[config.mk]
export PLATFORM = sky130hd
export DESIGN_NAME = mem_wb_stage
export DESIGN_NICKNAME = d
export VERILOG_FILES = /design/src/rtl/mem_wb_stage.sv
export SDC_FILE = /design/constraint.sdc
export NUM_CORES = 2
export LEC_CHECK = 0
export ABC_CLOCK_PERIOD_IN_PS = 3150
export BUFFER_PORTS_ARGS = -buffer_cell sky130_fd_sc_hd__buf_2
export CELL_PAD_IN_SITES_DETAIL_PLACEMENT = 2
export CELL_PAD_IN_SITES_GLOBAL_PLACEMENT = 2
export CORE_MARGIN = 3
export CORE_UTILIZATION = 38
export DETAILED_ROUTE_END_ITERATION = 6
export PLACE_DENSITY_LB_ADDON = 0.1
export SLEW_MARGIN = 15
export SYNTH_ARGS = -nofsm -noshare
export SYNTH_HDL_FRONTEND = slang
export SYNTH_SLANG_ARGS = --single-unit
[constraint.sdc]
create_clock -name clk -period 3.15 [get_ports clk]
set_clock_uncertainty 0.2 [all_clocks]
set_input_delay 0.63 -clock clk [delete_from_list [all_inputs] [get_ports clk]]
set_output_delay 0.63 -clock clk [all_outputs]
set_load 0.05 [all_outputs]
[src/rtl/mem_wb_stage.sv]
// Memory-access stage with a multi-cycle word RAM feeding the MEM/WB register.
// Stalls upstream for MEM_LATENCY-1 cycles per access; branch decision is combinational.
module mem_wb_stage #(
    parameter int ADDR_BITS   = 8,
    parameter int MEM_LATENCY = 2
) (
    input  logic        clk,
    input  logic        reset,
    input  logic        i_Sig_MemRead,
    input  logic        i_Sig_MemWrite,
    input  logic        i_Sig_MemtoReg,
    input  logic        i_Sig_RegWrite,
    input  logic        i_Sig_Branch,
    input  logic [15:0] i_Branch_Target,
    input  logic [15:0] i_ALU_Result,
    input  logic        i_ALU_Zero,
    input  logic [15:0] i_Write_Data,
    input  logic [2:0]  i_Write_Register,
    output logic        o_PCSrc,
    output logic [15:0] o_Branch_Target,
    output logic        o_Stall,
    output logic        o_Sig_RegWrite,
    output logic        o_Sig_MemtoReg,
    output logic [15:0] o_Read_Data,
    output logic [15:0] o_ALU_Result,
    output logic [2:0]  o_Write_Register
);

    localparam logic [0:0] IDLE     = 1'b0;
    localparam logic [0:0] BUSY     = 1'b1;
    localparam logic       MULTI    = (MEM_LATENCY > 1);
    localparam logic [3:0] CNT_INIT = MULTI ? 4'(MEM_LATENCY - 2) : 4'd0;

    logic [0:0]           state;
    logic [3:0]           cnt;
    logic [15:0]          mem [2**ADDR_BITS];
    logic [ADDR_BITS-1:0] addr;
    logic                 req;
    logic                 is_load;
    logic                 stall;
    logic                 done;

    assign addr    = i_ALU_Result[ADDR_BITS-1:0];
    assign req     = i_Sig_MemRead | i_Sig_MemWrite;
    // A simultaneous read+write is a store; only a pure read returns data.
    assign is_load = i_Sig_MemRead & ~i_Sig_MemWrite;

    always_comb begin
        stall = 1'b0;
        done  = 1'b0;
        if (state == BUSY) begin
            stall = (cnt != 4'd0);
            done  = (cnt == 4'd0);
        end else if (req) begin
            stall = MULTI;
            done  = ~MULTI;
        end
    end

    // Gating with reset drops the stall the instant reset asserts, even with a request still presented.
    assign o_Stall         = stall & reset;
    assign o_PCSrc         = i_Sig_Branch & i_ALU_Zero & ~o_Stall;
    assign o_Branch_Target = i_Branch_Target;

    always_ff @(posedge clk or negedge reset) begin
        if (!reset) begin
            state <= IDLE;
            cnt   <= 4'd0;
        end else if (state == IDLE) begin
            if (req && MULTI) begin
                state <= BUSY;
                cnt   <= CNT_INIT;
            end
        end else if (cnt != 4'd0) begin
            cnt <= cnt - 4'd1;
        end else begin
            state <= IDLE;
        end
    end

    always_ff @(posedge clk) begin
        if (reset && done && i_Sig_MemWrite) begin
            mem[addr] <= i_Write_Data;
        end
    end

    always_ff @(posedge clk or negedge reset) begin
        if (!reset) begin
            o_Sig_RegWrite   <= 1'b0;
            o_Sig_MemtoReg   <= 1'b0;
            o_Read_Data      <= 16'd0;
            o_ALU_Result     <= 16'd0;
            o_Write_Register <= 3'd0;
        end else if (stall) begin
            o_Sig_RegWrite   <= 1'b0;
            o_Sig_MemtoReg   <= 1'b0;
            o_Read_Data      <= 16'd0;
            o_ALU_Result     <= 16'd0;
            o_Write_Register <= 3'd0;
        end else begin
            o_Sig_RegWrite   <= i_Sig_RegWrite;
            o_Sig_MemtoReg   <= i_Sig_MemtoReg;
            o_Read_Data      <= (done && is_load) ? mem[addr] : 16'd0;
            o_ALU_Result     <= i_ALU_Result;
            o_Write_Register <= i_Write_Register;
        end
    end

endmodule

* Word level (Yosys, flattened, before mapping)
Memory sizes are Yosys's and may differ from the RTL's.
Index checks and enable logic that the tools add are counted.
** Cells by class
- $add $sub $neg :: 1
- Equality and inequality tests :: 1
- Mux-type cells :: 16
- Bitwise operators :: 7
- Reductions and logical operators :: 7
** Operator list (number)
- 16-bit two-way mux :: 3
- 4-bit two-way mux :: 3
- 1-bit two-way mux :: 9
- 1-bit bitwise AND :: 4
- 4-bit zero test :: 1
- 4-bit nonzero test :: 1
- 4-bit by 1-bit subtractor with 4-bit output (second input constant) :: 1
- 1-bit logical AND :: 3
- 3-bit two-way mux :: 1
- 2-bit by 1-bit != test with 1-bit output (second input constant) :: 1
- 1-bit NOT :: 2
- 2-bit AND reduction :: 1
- 2-bit nonzero test :: 1
- 1-bit OR :: 1
** Storage, ports and cells
- Register bits :: 42
- Memory bits (writable) :: 4096
- Input port bits :: 59
- Output and inout bits :: 55
- Logic and storage cells :: 40
- Memories :: 1
** Memory list
- mem :: words 256, bits a word 16, rd ports 1, clocked after Yosys merged registers in 0, write ports 1, RTL line 36 : logic [15:0] mem [2**ADDR_BITS];

* Longest topological paths before layout
- Depth after elaboration :: 6
- Gate-level depth with buffers :: 12
- Depth with buffers taken out :: 9

* Worst setup path before layout
Ideal clock, no wire load.
- Kind :: input port to flip-flop
- Start :: in i_ALU_Result[1]
- End :: mem mem[198][0], enable pin
- Library setup time :: 0.388 ns
- Arrival time :: 2.893 ns
- Data required time :: 2.562 ns
- Path slack :: -0.331 ns
- Stages :: 9
- Buffers on the path :: 6
- Cells stage by stage :: buf_4 buf_4 buf_2 buf_4 buf_4 nor2b_1 nand2_1 buf_2 nor2_1
** RTL lines
- start, declared :: RTL line 15 : input logic [15:0] i_ALU_Result,
- end, declared :: RTL line 36
No word-level cell before the write port.

* Worst setup path in the final report
- Start :: mem mem[23][6]
- End :: reg o_Read_Data[6]
** On the way
- Word-level cells in the longest chain between the ends :: 3
** Ends and longest elaborated chain
- memory 256 x 16 bit
- 16-bit two-way mux :: RTL line 103 : o_Read_Data <= (done && is_load) ? mem[addr] : 16'd0;
- 16-bit two-way mux :: RTL line 94 : end else if (stall) begin
- end signal, assigned :: RTL line 103
- end, declared :: RTL line 24 : output logic [15:0] o_Read_Data,
Every way passes these cells.
A chain may end at the register's enable or synchronous reset.

==> impl_metrics.env <==
export IMPL_synth_area_leaders="edfxtp_1 77%, mux4_2 9.5%, mux2i_1 4.7%"
export IMPL_synth_largest_area_cell="edfxtp_1"
export IMPL_synth_seq_cells=4138
export IMPL_rsz0062_at_grt="yes"
export IMPL_core_mm2=0.415
export IMPL_fmax_ghz=0.321
export IMPL_place_gp_congestion=0.816
export IMPL_min_to="o_ALU_Result[5]"
export IMPL_cts_root_buf="clkbuf_16"
export IMPL_core_rowCount=236
export IMPL_cp_cell_sequence="mux4_2, and3_4, a21oi_2, buf_4, nand4_1, o31ai_4, buf_6, o21ai_2, buf_4, nand4b_1"
export IMPL_drive_above_1_share=0.306
export IMPL_cp_startpoint="mem[23][6]"
export IMPL_drtIter0Drc=8016
export IMPL_clk_pin_slew_ns=0.06
export IMPL_first_pass_iters=5
export IMPL_comb_power_share=0.061
export IMPL_netSwitchingFraction=0.225
export IMPL_die_h_um=653
export IMPL_cp_max_fo=1
export IMPL_yosysMostFrequentCell="edfxtp_1"
export IMPL_synth_area_mm2=0.159
export IMPL_critPathMostFrequentCell="buf_4"
export IMPL_r2r_end="o_Read_Data[6]"
export IMPL_drc=0
export IMPL_post_place_ws_ns=-1.85
export IMPL_clockBufferDepth=4
export IMPL_fin_crit_sh=0.990
export IMPL_cts_sinks=4138
export IMPL_yosysSeqAreaShare=0.781
export IMPL_synth_edf_count=4096
export IMPL_grt_pass1_wl_um=740000
export IMPL_ir_drop_v=0.000547
export IMPL_hold_slack_ns=0.204
export IMPL_r2r_start="mem[23][6]"
export IMPL_critical_path_top_delay_family="compound AO/OA/AOI/OAI gates"
export IMPL_tritoncts="yes"
export IMPL_p_per_area_mw_per_mm2=619
export IMPL_grt_max_degree=132
export IMPL_power_share_sequential=0.503
export IMPL_min_period_ns=3.12
export IMPL_worst_pin_slew_ns=1.02
export IMPL_synthesis_instances=7755
export IMPL_die_width_um=653
export IMPL_clock_power_share=0.436
export IMPL_timing_hold_violations_final=0
export IMPL_area_delta_synth_final_pct=23.0
export IMPL_hold_depth=4
export IMPL_fin_nets=9138
export IMPL_hpwl_um=339000
export IMPL_synth_cell_types=54
export IMPL_cp_slowest_cell="mux4_2"
export IMPL_p_switching_w=0.0272
export IMPL_cp_slowest_stage_delay_ns=0.54
export IMPL_synthTopCellsByCount="4096 x edfxtp_1, 751 x mux2i_1, 670 x mux4_2"
export IMPL_avgSynthCellArea_um2=20.5
export IMPL_instances_no_fill=15000
export IMPL_wl_per_cell_um=35.0
export IMPL_total_power_w=0.121
export IMPL_p_int_w=0.0936
export IMPL_grt_usage=0.245
export IMPL_reg2reg_depth=10
export IMPL_final_core_util=0.471
export IMPL_async_reset_ff_frac=0.0101
export IMPL_start_util=0.383
export IMPL_portBuffers=81
export IMPL_clk_latency_ns=0.98
export IMPL_gr_total_overflow=0
export IMPL_worstPathRequired_ns=3.79
export IMPL_cts_htree_levels=5
export IMPL_synth_top_flop_cell="edfxtp_1"
export IMPL_syn_nets=7815
export IMPL_drtAntennaViolNets=0
export IMPL_numCtsBuffers=450
export IMPL_path_class="reg -> reg"
export IMPL_final_setup_viol_count=0
export IMPL_antenna_found_initial=33
export IMPL_wl_um=523000
export IMPL_min_path_type="in -> reg"
export IMPL_holdCritStartpoint="i_ALU_Result[5]"
export IMPL_leakage_nw=64.5
export IMPL_setup_slack_ns=0.0301
export IMPL_viasPerCell=5.64
export IMPL_ios=114
export IMPL_synth_top_area_frac=0.774
export IMPL_die_area_mm2=0.426
export IMPL_drv_slew=0
export IMPL_grt_pass1_vias=91800
export IMPL_critPathLaunchType="flip-flop"
export IMPL_place_inst=14100
export IMPL_arrival_ns=3.76
export IMPL_status="finished, final reports clean"
export IMPL_vias=84300
export IMPL_slew_headroom=0.322
export IMPL_crit_path_end_kind="flip-flop"
export IMPL_r2r_slack_ns=0.03
export IMPL_ys_warn_count=0
export IMPL_timing_critical_path_buf_inv=3
export IMPL_cap_violations=0
[cell usage in the layout (no fill, tap or decap), drive strengths merged, types with 19 or more instances in the layout]
cell type / instances
o22ai: 201
nand2: 190
o2111ai: 35
nand3: 151
bufinv: 43
mux2i: 751
clkinv: 227
o21ai: 102
clkbuf: 546
buf: 1313
nand4b: 19
dlygate4sd3: 34
edfxtp: 4096
nand4: 103
nor3: 69
a21oi: 100
mux4: 670
mux2: 33
nor2: 310
and3: 37
a22oi: 230
dfrtp: 42
nor2b: 32
[worst max path at each step]
stage | cells after the start | to
floorplan | 7 | mem[224][0]
global placement | 12 | o_Read_Data[4]
detailed placement | 12 | o_Read_Data[4]
CTS | 7 | o_PCSrc
global route | 7 | o_PCSrc
finish | 10 | o_Read_Data[6]
[repair_timing]
item,4_1_cts,5_1_grt
hold buffers,34,0
hold endpoints to repair,612,0
endpoints found under the setup margin,9,11
pin swaps,7,3
setup buffers,4,7
resized for setup,31,17
[per-stage QoR]
stage / cell area (um2) / TNS (ns)
after CTS: 195000 / -0.138
after global routing: 195000 / -0.190
after detailed placement: 180000 / -209.96
final: 195000 / 0
after global placement: 180000 / -174.69
after floorplan: 159000 / -415.51
[registers in the layout, summed over array words and instances (netlist names)]
signal / flops
mem: 4096
o_Sig_RegWrite: 1
o_Read_Data: 16
o_ALU_Result: 16
o_Write_Register: 3
o_Sig_MemtoReg: 1
state: 1
cnt: 4
[tightest hold or removal path, delay by kind of cell]
kind | cells | cell delay, ns
buffers and inverters | 3 | 0.53
AND/OR/NAND/NOR | 1 | 0.15
[power by group through the flow]
stage	Combinational [W]	Clock, W	Sequential (W)
detailed placement	0.00732	0	0.0619
global route	0.00776	0.0559	0.0608
global placement	0.00712	0	0.0619
CTS	0.00747	0.0538	0.0608
finish	0.00736	0.0527	0.0608
floorplan	0.00282	0	0.0623
[kinds of logic after synthesis]
logic type	after synthesis	synth area share
buffers and inverters	480	0.0153
multiplexers	1454	0.145
AND/OR/NAND/NOR	950	0.0285
adder cells (fa/ha/maj)	1	0.0000788
AO/OA/AOI/OAI	732	0.0304
flip-flops	4138	0.781
[per-layer routing]
layer / GRT usage / wire [um] / part of all wire / vias to the layer above
met2: 0.418 / 262000 / 0.50 / 2169
met1: 0.335 / 225000 / 0.43 / 46600
met4: 0.0645 / 14900 / 0.029 / 4
met3: 0.0246 / 21400 / 0.041 / 641
met5: 0 / 29 / 0.000055 / -
li1: - / - / - / 34900
[cell type report]
cell class / instances / area [um2]
sequential: 4138 / 124000
multi-input combinational: 3137 / 33400
tap: 5474 / 6850
inverter: 4 / 15.0
clock buffer: 546 / 11900
clock inverter: 296 / 2720
antenna: 12 / 30.0
fill: 36900 / 219000
timing repair buffer: 1347 / 16300
Note: power is estimated with default switching activity, not from simulation.
